**src/rtl/ex_stage.sv**
```systemverilog
// -----------------------------------------------------------------------------
// ex_stage
//
// Execute stage of the 8-bit pipelined datapath. Sits directly behind the
// ID/EX register: it resolves operand forwarding, runs single-cycle ALU ops
// and an iterative shift-add multiplier and restoring divider (one step per
// cycle). It registers result/flags for EX/MEM and stalls the front end via
// `busy` while a multi-cycle op is in flight.
//
// Build option:
//   EX_DIVIDER_EN  defined   -> op 12 is a real iterative unsigned divide.
//                  undefined -> op 12 completes in one cycle with result 0,
//                               hi 0, Z=1 and V=1; the DIV state is absent.
//
// Ports:
//   clock           rising-edge clock
//   reset           synchronous, active-high reset
//   valid_in        ID/EX holds a real instruction (0 = bubble)
//   alu_top_select  top operand source: 0 rf, 1 EX/MEM, 2 MEM/WB, 3 imm, else 0
//   alu_bot_select  bottom operand source, same encoding
//   top_in, bot_in  register-file operands
//   instruction_in  instruction word; op = [29:26], immediate = [7:0]
//   fwd_ex_mem      forwarded EX/MEM result
//   fwd_mem_wb      forwarded MEM/WB result
//   result_out      registered result (product low byte / quotient)
//   result_hi_out   registered product high byte / remainder, else 0
//   flags_out       registered {Z, N, C, V}
//   valid_out       one-cycle pulse when result/flags are new
//   busy            combinational stall request to PC, IF/ID and ID/EX
// -----------------------------------------------------------------------------
module ex_stage #(
    parameter int DATA_WIDTH = 8,
    parameter int ITER       = 8
) (
    input  logic                  clock,
    input  logic                  reset,
    input  logic                  valid_in,
    input  logic [4:0]            alu_top_select,
    input  logic [4:0]            alu_bot_select,
    input  logic [DATA_WIDTH-1:0] top_in,
    input  logic [DATA_WIDTH-1:0] bot_in,
    input  logic [31:0]           instruction_in,
    input  logic [DATA_WIDTH-1:0] fwd_ex_mem,
    input  logic [DATA_WIDTH-1:0] fwd_mem_wb,
    output logic [DATA_WIDTH-1:0] result_out,
    output logic [DATA_WIDTH-1:0] result_hi_out,
    output logic [3:0]            flags_out,
    output logic                  valid_out,
    output logic                  busy
);

    localparam int MSB   = DATA_WIDTH - 1;
    localparam int CNT_W = (ITER > 1) ? $clog2(ITER) : 1;
    localparam logic [CNT_W-1:0] LAST_ITER = CNT_W'(ITER - 1);

    localparam logic [3:0] OP_ADD  = 4'd0;
    localparam logic [3:0] OP_SUB  = 4'd1;
    localparam logic [3:0] OP_AND  = 4'd2;
    localparam logic [3:0] OP_OR   = 4'd3;
    localparam logic [3:0] OP_XOR  = 4'd4;
    localparam logic [3:0] OP_NOT  = 4'd5;
    localparam logic [3:0] OP_SHL  = 4'd6;
    localparam logic [3:0] OP_SHR  = 4'd7;
    localparam logic [3:0] OP_ASR  = 4'd8;
    localparam logic [3:0] OP_PASA = 4'd9;
    localparam logic [3:0] OP_PASB = 4'd10;
    localparam logic [3:0] OP_MUL  = 4'd11;
    localparam logic [3:0] OP_DIV  = 4'd12;

`ifdef EX_DIVIDER_EN
    typedef enum logic [1:0] {S_IDLE, S_MUL, S_DIV} state_t;
`else
    typedef enum logic [1:0] {S_IDLE, S_MUL} state_t;
`endif

    state_t state, state_nxt;

    // Operand source select shared by both operand muxes.
    function automatic logic [DATA_WIDTH-1:0] pick_operand(
        input logic [4:0]            sel,
        input logic [DATA_WIDTH-1:0] rf_val,
        input logic [DATA_WIDTH-1:0] ex_mem_val,
        input logic [DATA_WIDTH-1:0] mem_wb_val,
        input logic [DATA_WIDTH-1:0] imm_val
    );
        case (sel)
            5'd0:    pick_operand = rf_val;
            5'd1:    pick_operand = ex_mem_val;
            5'd2:    pick_operand = mem_wb_val;
            5'd3:    pick_operand = imm_val;
            default: pick_operand = '0;
        endcase
    endfunction

    // {Z, N, C, V}; Z and N always follow the low result byte.
    function automatic logic [3:0] pack_flags(
        input logic [DATA_WIDTH-1:0] res,
        input logic                  c,
        input logic                  v
    );
        pack_flags = {(res == '0), res[MSB], c, v};
    endfunction

    logic [3:0]                   op_p0;
    logic [DATA_WIDTH-1:0]        imm_p0;
    logic [DATA_WIDTH-1:0]        top_op_p0;
    logic [DATA_WIDTH-1:0]        bot_op_p0;
    logic signed [DATA_WIDTH-1:0] top_s_p0;
    logic                         is_multi_p0;
    logic                         accept_multi_p0;
    logic                         load_single_p0;
    logic [DATA_WIDTH:0]          wide_p0;
    logic [DATA_WIDTH-1:0]        alu_res_p0;
    logic                         alu_c_p0;
    logic                         alu_v_p0;

    logic [CNT_W-1:0]             cnt_p1;
    logic                         load_iter_p1;
    logic [DATA_WIDTH-1:0]        work_hi_p1;
    logic [DATA_WIDTH-1:0]        work_lo_p1;
    logic [DATA_WIDTH-1:0]        opb_p1;
    logic [DATA_WIDTH:0]          mul_sum_p1;
    logic [DATA_WIDTH-1:0]        step_hi_p1;
    logic [DATA_WIDTH-1:0]        step_lo_p1;
    logic                         iter_c_p1;
    logic                         iter_v_p1;
`ifdef EX_DIVIDER_EN
    logic [DATA_WIDTH:0]          div_part_p1;
    logic [DATA_WIDTH:0]          div_diff_p1;
    logic                         div_ge_p1;
`endif

    logic unused_instr_bits;
    assign unused_instr_bits = ^{instruction_in[31:30], instruction_in[25:DATA_WIDTH]};

    // ---- stage p0: decode, operand forwarding, single-cycle ALU ----
    assign op_p0     = instruction_in[29:26];
    assign imm_p0    = instruction_in[DATA_WIDTH-1:0];
    assign top_op_p0 = pick_operand(alu_top_select, top_in, fwd_ex_mem, fwd_mem_wb, imm_p0);
    assign bot_op_p0 = pick_operand(alu_bot_select, bot_in, fwd_ex_mem, fwd_mem_wb, imm_p0);
    assign top_s_p0  = top_op_p0;

`ifdef EX_DIVIDER_EN
    assign is_multi_p0 = (op_p0 == OP_MUL) || (op_p0 == OP_DIV);
`else
    assign is_multi_p0 = (op_p0 == OP_MUL);
`endif

    always_comb begin
        wide_p0    = '0;
        alu_res_p0 = '0;
        alu_c_p0   = 1'b0;
        alu_v_p0   = 1'b0;
        case (op_p0)
            OP_ADD: begin
                wide_p0    = {1'b0, top_op_p0} + {1'b0, bot_op_p0};
                alu_res_p0 = wide_p0[MSB:0];
                alu_c_p0   = wide_p0[DATA_WIDTH];
                alu_v_p0   = (top_op_p0[MSB] == bot_op_p0[MSB]) &&
                             (alu_res_p0[MSB] != top_op_p0[MSB]);
            end
            OP_SUB: begin
                // The extra MSB of a zero-extended difference is the borrow.
                wide_p0    = {1'b0, top_op_p0} - {1'b0, bot_op_p0};
                alu_res_p0 = wide_p0[MSB:0];
                alu_c_p0   = wide_p0[DATA_WIDTH];
                alu_v_p0   = (top_op_p0[MSB] != bot_op_p0[MSB]) &&
                             (alu_res_p0[MSB] != top_op_p0[MSB]);
            end
            OP_AND:  alu_res_p0 = top_op_p0 & bot_op_p0;
            OP_OR:   alu_res_p0 = top_op_p0 | bot_op_p0;
            OP_XOR:  alu_res_p0 = top_op_p0 ^ bot_op_p0;
            OP_NOT:  alu_res_p0 = ~top_op_p0;
            OP_SHL: begin
                alu_res_p0 = {top_op_p0[MSB-1:0], 1'b0};
                alu_c_p0   = top_op_p0[MSB];
            end
            OP_SHR: begin
                alu_res_p0 = {1'b0, top_op_p0[MSB:1]};
                alu_c_p0   = top_op_p0[0];
            end
            OP_ASR: begin
                alu_res_p0 = top_s_p0 >>> 1;
                alu_c_p0   = top_op_p0[0];
            end
            OP_PASA: alu_res_p0 = top_op_p0;
            OP_PASB: alu_res_p0 = bot_op_p0;
`ifndef EX_DIVIDER_EN
            // Without the divider, DIV retires at once flagged as invalid.
            OP_DIV:  alu_v_p0 = 1'b1;
`endif
            default: alu_res_p0 = '0;
        endcase
    end

    // ---- stage p1: one multiply / divide iteration per cycle ----
    // Shift-add multiply: work_lo holds the multiplier and collects the low
    // product bits, work_hi accumulates the high byte.
    assign mul_sum_p1 = {1'b0, work_hi_p1} + (work_lo_p1[0] ? {1'b0, opb_p1} : '0);

`ifdef EX_DIVIDER_EN
    // Restoring divide: work_hi is the partial remainder, work_lo shifts the
    // dividend out and the quotient in. A zero divisor always "fits", so the
    // quotient saturates to all ones and the remainder ends as the dividend.
    assign div_part_p1 = {work_hi_p1, work_lo_p1[MSB]};
    assign div_ge_p1   = (div_part_p1 >= {1'b0, opb_p1});
    assign div_diff_p1 = div_part_p1 - {1'b0, opb_p1};
`endif

    always_comb begin
        step_hi_p1 = mul_sum_p1[DATA_WIDTH:1];
        step_lo_p1 = {mul_sum_p1[0], work_lo_p1[MSB:1]};
        iter_v_p1  = 1'b0;
`ifdef EX_DIVIDER_EN
        if (state == S_DIV) begin
            step_hi_p1 = div_ge_p1 ? div_diff_p1[MSB:0] : div_part_p1[MSB:0];
            step_lo_p1 = {work_lo_p1[MSB-1:0], div_ge_p1};
            iter_v_p1  = (opb_p1 == '0);
        end
`endif
        iter_c_p1 = (state == S_MUL) && (step_hi_p1 != '0);
    end

    always_comb begin
        state_nxt       = state;
        busy            = 1'b0;
        accept_multi_p0 = 1'b0;
        load_single_p0  = 1'b0;
        load_iter_p1    = 1'b0;
        case (state)
            S_IDLE: begin
                if (valid_in) begin
                    if (is_multi_p0) begin
                        accept_multi_p0 = 1'b1;
                        busy            = 1'b1;
`ifdef EX_DIVIDER_EN
                        state_nxt = (op_p0 == OP_DIV) ? S_DIV : S_MUL;
`else
                        state_nxt = S_MUL;
`endif
                    end else begin
                        load_single_p0 = 1'b1;
                    end
                end
            end
            default: begin
                // Drop busy one cycle early so ID/EX loads the next
                // instruction while the final iteration completes.
                busy = (cnt_p1 < LAST_ITER);
                if (cnt_p1 == LAST_ITER) begin
                    load_iter_p1 = 1'b1;
                    state_nxt    = S_IDLE;
                end
            end
        endcase
        if (reset) begin
            busy = 1'b0;
        end
    end

    always_ff @(posedge clock) begin
        if (reset) begin
            state  <= S_IDLE;
            cnt_p1 <= '0;
        end else begin
            state <= state_nxt;
            if (accept_multi_p0) begin
                cnt_p1 <= '0;
            end else if (state != S_IDLE) begin
                cnt_p1 <= cnt_p1 + CNT_W'(1);
            end
        end
    end

    // Working registers are pure datapath; control alone decides when they matter.
    always_ff @(posedge clock) begin
        if (accept_multi_p0) begin
            work_hi_p1 <= '0;
            work_lo_p1 <= top_op_p0;
            opb_p1     <= bot_op_p0;
        end else if (state != S_IDLE) begin
            work_hi_p1 <= step_hi_p1;
            work_lo_p1 <= step_lo_p1;
        end
    end

    // ---- stage p2: EX/MEM-facing result registers ----
    always_ff @(posedge clock) begin
        if (reset) begin
            result_out    <= '0;
            result_hi_out <= '0;
            flags_out     <= '0;
            valid_out     <= 1'b0;
        end else begin
            valid_out <= 1'b0;
            if (load_single_p0) begin
                result_out    <= alu_res_p0;
                result_hi_out <= '0;
                flags_out     <= pack_flags(alu_res_p0, alu_c_p0, alu_v_p0);
                valid_out     <= 1'b1;
            end else if (load_iter_p1) begin
                result_out    <= step_lo_p1;
                result_hi_out <= step_hi_p1;
                flags_out     <= pack_flags(step_lo_p1, iter_c_p1, iter_v_p1);
                valid_out     <= 1'b1;
            end
        end
    end

endmodule

```
**config.mk**
```make
export PLATFORM = sky130hd
export DESIGN_NAME = ex_stage
export DESIGN_NICKNAME = d
export VERILOG_FILES = /design/src/rtl/ex_stage.sv
export SDC_FILE = /design/constraint.sdc
export NUM_CORES = 1
export LEC_CHECK = 0
export BUFFER_PORTS_ARGS = -buffer_cell sky130_fd_sc_hd__buf_2
export CAP_MARGIN = 20
export CORE_MARGIN = 5
export CORE_UTILIZATION = 40
export DETAILED_ROUTE_END_ITERATION = 12
export GPL_TIMING_DRIVEN = 0
export PLACE_DENSITY = 0.69
export REMOVE_ABC_BUFFERS = 1
export SETUP_SLACK_MARGIN = 0.4
export SLEW_MARGIN = 30
export SYNTH_ARGS = -nofsm -noshare
export SYNTH_HDL_FRONTEND = slang
export SYNTH_SLANG_ARGS = --single-unit
```
**constraint.sdc**
```tcl
create_clock -name clock -period 7.95 [get_ports clock]
set_input_delay 0 -clock clock [delete_from_list [all_inputs] [get_ports clock]]
set_output_delay 0 -clock clock [all_outputs]
set_load 0.03 [all_outputs]
```
* After elaboration in Yosys (flattened, before gate mapping)
Index checks and enable logic that the tools add are counted.
Word-level totals: bits in registers 50, bits of input ports 77, logic and storage cells 90
Operators by class: add/subtract/negate cells 4, order comparisons 1, eq/ne operators 26, mux-type cells 28, bitwise logic cells 4, reduce and logical (&&, ||, !) cells 18
Operator list (count):
- $pmux 8 s11 | 1
- $pmux 8 s4 | 2
- $mux 8 | 5
- $eq 4x4->1 const B | 5
- $eq 5x2->1 const B | 4
- $add 8x8->9 | 2
- $eq 4x3->1 const B | 4
- $logic_not 8->1 | 2
- $mux 1 | 12
- $eq 5x1->1 const B | 2
- $logic_not 5->1 | 2
- $sub 8x8->9 | 1
- $and 8x8->8 | 1
- $eq 4x2->1 const B | 2
- $mux 2 | 4
- $mux 4 | 2
- $not 8->8 | 1
- $or 8x8->8 | 1
- $reduce_bool 2->1 | 4
- $reduce_bool 8->1 | 1
- $xor 8x8->8 | 1
- $reduce_or 2->1 | 3
- $eq 4x1->1 const B | 1
- $logic_not 4->1 | 1
- 12 further kinds | 17

* Logic depth before layout (Yosys ltp)
depth after elaboration 7, gate-level depth with buffers 16, gate-level depth less buffers 15

* Worst setup path before layout
No wires, ideal clock.
path kind input to register, from in alu_bot_select[4], to reg flags_out[3], setup time 0.088 ns, data arrival time 3.439 ns, data required time 7.862 ns, setup slack 4.423 ns, stages 13, path buffers 1, cell sequence or4b_2 -> clkbuf_1 -> o21ai_0 -> ha_1 -> fa_1 -> mux2i_1 -> nor2_1 -> a211oi_1 -> a2bb2oi_1 -> o22ai_1 -> a221o_1 -> or3_1 -> o32ai_2
On the way: cells in the longest elaborated chain, start to end 6, elaborated cells on any way between the ends 13, classes of those cells 2 x add/sub; 3 x eq/ne; 3 x mux; 3 x bitwise; 2 x reduce/logical
RTL lines:
- start, declared | line 39 | input logic [4:0] alu_bot_select,
- $eq 5x2->1 (tied with other cells) | line 86 | case (sel)
- $pmux 8 s4 * | line 86
- named net bot_op_p0[0] | line 107 | logic [DATA_WIDTH-1:0] bot_op_p0;
- $sub 8x8->9 (tied with other cells) | line 164 | wide_p0 = {1'b0, top_op_p0} - {1'b0, bot_op_p0};
- $pmux 8 s11 * | line 154 | case (op_p0)
- $logic_not 8->1 * | line 101 | pack_flags = {(res == '0), res[MSB], c, v};
- $mux 4 * | line 296 | if (load_single_p0) begin
- end signal, assigned | line 299 | flags_out <= pack_flags(alu_res_p0, alu_c_p0, alu_v_p0);
- end signal, assigned | line 304 | flags_out <= pack_flags(step_lo_p1, iter_c_p1, iter_v_p1);
- end, declared | line 47 | output logic [3:0] flags_out,
Mark *: on every way through the listed nets, which the timed path passes. The rest lies on a longest branch. A chain may end at the register's enable or synchronous reset.

* Worst setup path after layout
Ends and elaborated chain as after synthesis.

==> reports/results.md <==
| Parameter | Reported |
| --- | --- |
| Result of the run | finished clean |
| Final weighted congestion in routability-driven placement | 0.9365 |
| Core outline area | 10,280 µm² |
| Commonest cells after routing, fill and taps aside | sky130_fd_sc_hd__buf_2, sky130_fd_sc_hd__nor2_1, sky130_fd_sc_hd__nand2_1 |
| Mapped cell area | 4187 µm² |
| Final Hold Viols | 0 |
| Asr flop ratio synth | 0 |
| Number of sinks driven by the clock tree | 48 |
| FILL cells | 1,035 |
| Count of buffers from port buffering | 78 |
| Arrival time at the worst endpoint | 4.26 ns |
| Count of buffers added by post-CTS timing repair for setup | 0 |
| Setup crit end kind | register |
| Category of the critical setup timing path | in2reg |
| Iter 0 DRT Violations | 404 |
| Via count of the first global-routing pass | 4,089 |
| Max-slew headroom | 0.4283 |
| CTS tree | yes |
| Gate count after technology mapping | 516 |
| Iteration count of the initial detailed-routing pass | 5 |
| Final wirelength | 12.43 mm |
| Worst-case vdd ir drop | 66.93 µV |
| Nets | 688 |
| GR Overflow Total | 0 |
| Initial antenna violation count | 0 |
| Maximum clock rate | 248.0 MHz |
| Number of H-tree levels | 2 |
| Clock share of power | 0.259 |
| Proportion of layout cells with a drive suffix above 1 | 0.1760 |
| Sequential standard cell area | 1121 µm² |
| Die area | 12,610 µm² |
| Minimum hold slack | 0.04220 ns |
| Critical Path Fanout Max | 8 |
| Wire length of the first global-routing pass | 20.11 mm |
| Area of combinational cells with multiple inputs | 2815 µm² |
| Share of Yosys cell area claimed by the top area cell type | 0.1530 |
| Total GRT Usage | 0.1918 |
| Critical path, cell by cell | buf_2 -> or4b_2 -> o21ai_0 -> ha_1 -> fa_1 -> a21o_1 -> a21oi_1 -> o31ai_1 -> xnor2_1 -> a211oi_1 -> o211ai_1 -> or4b_1 -> o32ai_2 |
| Most frequent standard cell in the layout excluding fill and tap cells | sky130_fd_sc_hd__buf_2 |
| Vertical die dimension | 112.3 µm |
| Gate power share | 0.321 |
| Net switching component of the power | 223.5 µW |
| Internal power component | 445.3 µW |
| Core occupancy in the finished layout | 0.4618 |
| Count of synthesis-stage warnings from yosys | 0 |
| Switching share of power | 0.3342 |
| Master cell of the clock root buffer | sky130_fd_sc_hd__clkbuf_8 |
| Type of the tightest min-delay check | in2reg |
| Max-slew violation total from the final report | 0 |
| Number of storage elements in the synthesis netlist | 48 |
| Largest incremental delay on the critical path | 0.80 ns |
| Sequential-to-total area share from yosys stat | 0.2678 |
| Vias after detailed routing | 4,200 |
| Cell types with the largest area share after synthesis | sky130_fd_sc_hd__dfxtp_1, sky130_fd_sc_hd__edfxtp_1, sky130_fd_sc_hd__ha_1, sky130_fd_sc_hd__mux2i_1, sky130_fd_sc_hd__nor2_1 |
| Sequential cell fraction of total power | 0.419 |
| Remaining antenna violation count | 0 |
| R2r setup slk | 5.06 ns |
| Final setup TNS | 0 ns |
| Tightest Pin Transition | 0.8486 ns |
| Num CTS Buffers | 5 |
| CP required | 8.17 ns |
| Fin Clk Skew | 0.01439 ns |
| Placed wire-length estimate | 9.764 mm |
| Crit path max-delay cell type | sky130_fd_sc_hd__or4b_2 |
| Boundary Pins | 99 |
| Die width | 112.3 µm |
| Fraction of the cycle the final worst path needs | 0.5072 |
| Clock transition at the registers of the reported paths | 0.10 ns |
| Setup-failing EPs final | 0 |
| Kind of start point of the critical path | primary input |
| Reported leakage power | 0.002022 µW |
| Initial cell density of the core | 0.4074 |
| Total power | 668.8 µW |
| Routed WL per cell | 17.50 µm |
| Setup repair after global routing missed its margin | no |
| Number of rows created at floorplan | 37 |
| Number of resized instances in the post-cts repair step | 0 |
| Post-CTS Hold Buffers | 0 |
| Number of violations of the max-capacitance limit | 0 |
| Pin count of the biggest net entering global routing | 35 |
| Diodes inserted | 0 |
| Power density over the cells | 140.9 nW/µm² |
| Vias/cell | 5.915 |
| Synth cell types | 64 |
| Later-pin clock latency in the skew report | 0.31 ns |
| Most area-hungry cell type in the Yosys netlist | sky130_fd_sc_hd__dfxtp_1 |
| Commonest register cell after synthesis | sky130_fd_sc_hd__dfxtp_1 |
| Layout overhead on the synthesized area | 13.36% |
| Period minus WS final | 4.032 ns |
| Syn Area/Cell | 8.113 µm² |
| Post-route DRC violation count | 0 |
| Number of synthesized flops with an enable pin | 16 |
| Largest buffer count on any clock path | 2 |
[cell type report]
type                            instances  share of cell area
Clock buffer                            7             0.02267
Timing Repair Buffer                   80             0.08568
Multi-Input combinational cell        407              0.5932
Inverter                               31             0.02557
Tap cell                              136             0.03586
Clock inverter                          1           0.0007909
Sequential cell                        48              0.2362
[synthesized netlist by cell type (all sizes together) (4+ instances only)]
| master | count |
|---|---|
| a21oi | 38 |
| nor3 | 10 |
| mux2i | 29 |
| ha | 35 |
| and2 | 12 |
| nand3 | 5 |
| nor4 | 4 |
| clkbuf | 20 |
| a221oi | 11 |
| dfxtp | 32 |
| nand2b | 6 |
| mux2 | 4 |
| o21ai | 19 |
| a21o | 4 |
| edfxtp | 16 |
| nor2 | 58 |
| a31oi | 5 |
| nand2 | 47 |
| a22oi | 12 |
| o22ai | 19 |
| inv | 30 |
| xnor2 | 11 |
| and3 | 4 |
| nor2b | 7 |
| buf | 10 |
| o211ai | 6 |
| a211oi | 8 |
| a22o | 4 |
| o22a | 7 |
[metrics by stage]
step | area [µm²] | worst slack, ns | cells
after floorplan | 4055 | 4.496 | 486
after global placement | 4616 | 3.732 | 700
after detailed placement | 4629 | 3.666 | 701
after CTS | 4741 | 3.998 | 709
after global routing | 4746 | 3.670 | 710
final | 4746 | 3.918 | 710
[state kept, by name, summed over array words and instances, names as in the netlist]
register	count
valid_out	1
opb_p1	8
work_lo_p1	8
cnt_p1	3
state	1
work_hi_p1	8
result_hi_out	8
flags_out	4
result_out	7
[path summary, 6_finish.rpt]
| kind | from | endpoint | depth (start not counted) |
|---|---|---|---|
| worst max-delay path | alu_bot_select[4] | flags_out[3] | 13 |
| worst min-delay path | reset | result_out[0] | 2 |
| worst max register to register | work_lo_p1[0] | flags_out[1] | 11 |
| worst min register to register | result_hi_out[6] | result_hi_out[6] | 2 |
[kinds of logic after synthesis]
group           after synthesis  synth area share
mux                          33           0.08010
xor+xnor                     13           0.02720
fa+ha+maj                    38            0.1189
compound gates              159            0.2642
simple gates                164            0.1814
flops                        48            0.2678
buf+inv                      61           0.06037
[layer usage]
layer	wire, µm	track usage
met1	5186	0.2406
met2	6247	0.3385
met3	685	0.02534
met4	306	0.06410
met5	0	0
[critical path, delay by kind of cell]
| family | cells | cell delay (ns) |
|---|---|---|
| simple gates | 2 | 1.38 |
| xor+xnor | 1 | 0.11 |
| compound gates | 7 | 2.01 |
| fa+ha+maj | 2 | 0.65 |
| buf+inv | 1 | 0.10 |
[power by group through the flow]
stage / registers (µW) / logic (µW) / clock network [µW]
after CTS: 280 / 213 / 176
after global routing: 282 / 235 / 185
final: 280 / 215 / 173
after global placement: 285 / 208 / 0
after floorplan: 290 / 137 / 0
after detailed placement: 285 / 212 / 0
Power figures use the tool's default switching activity.
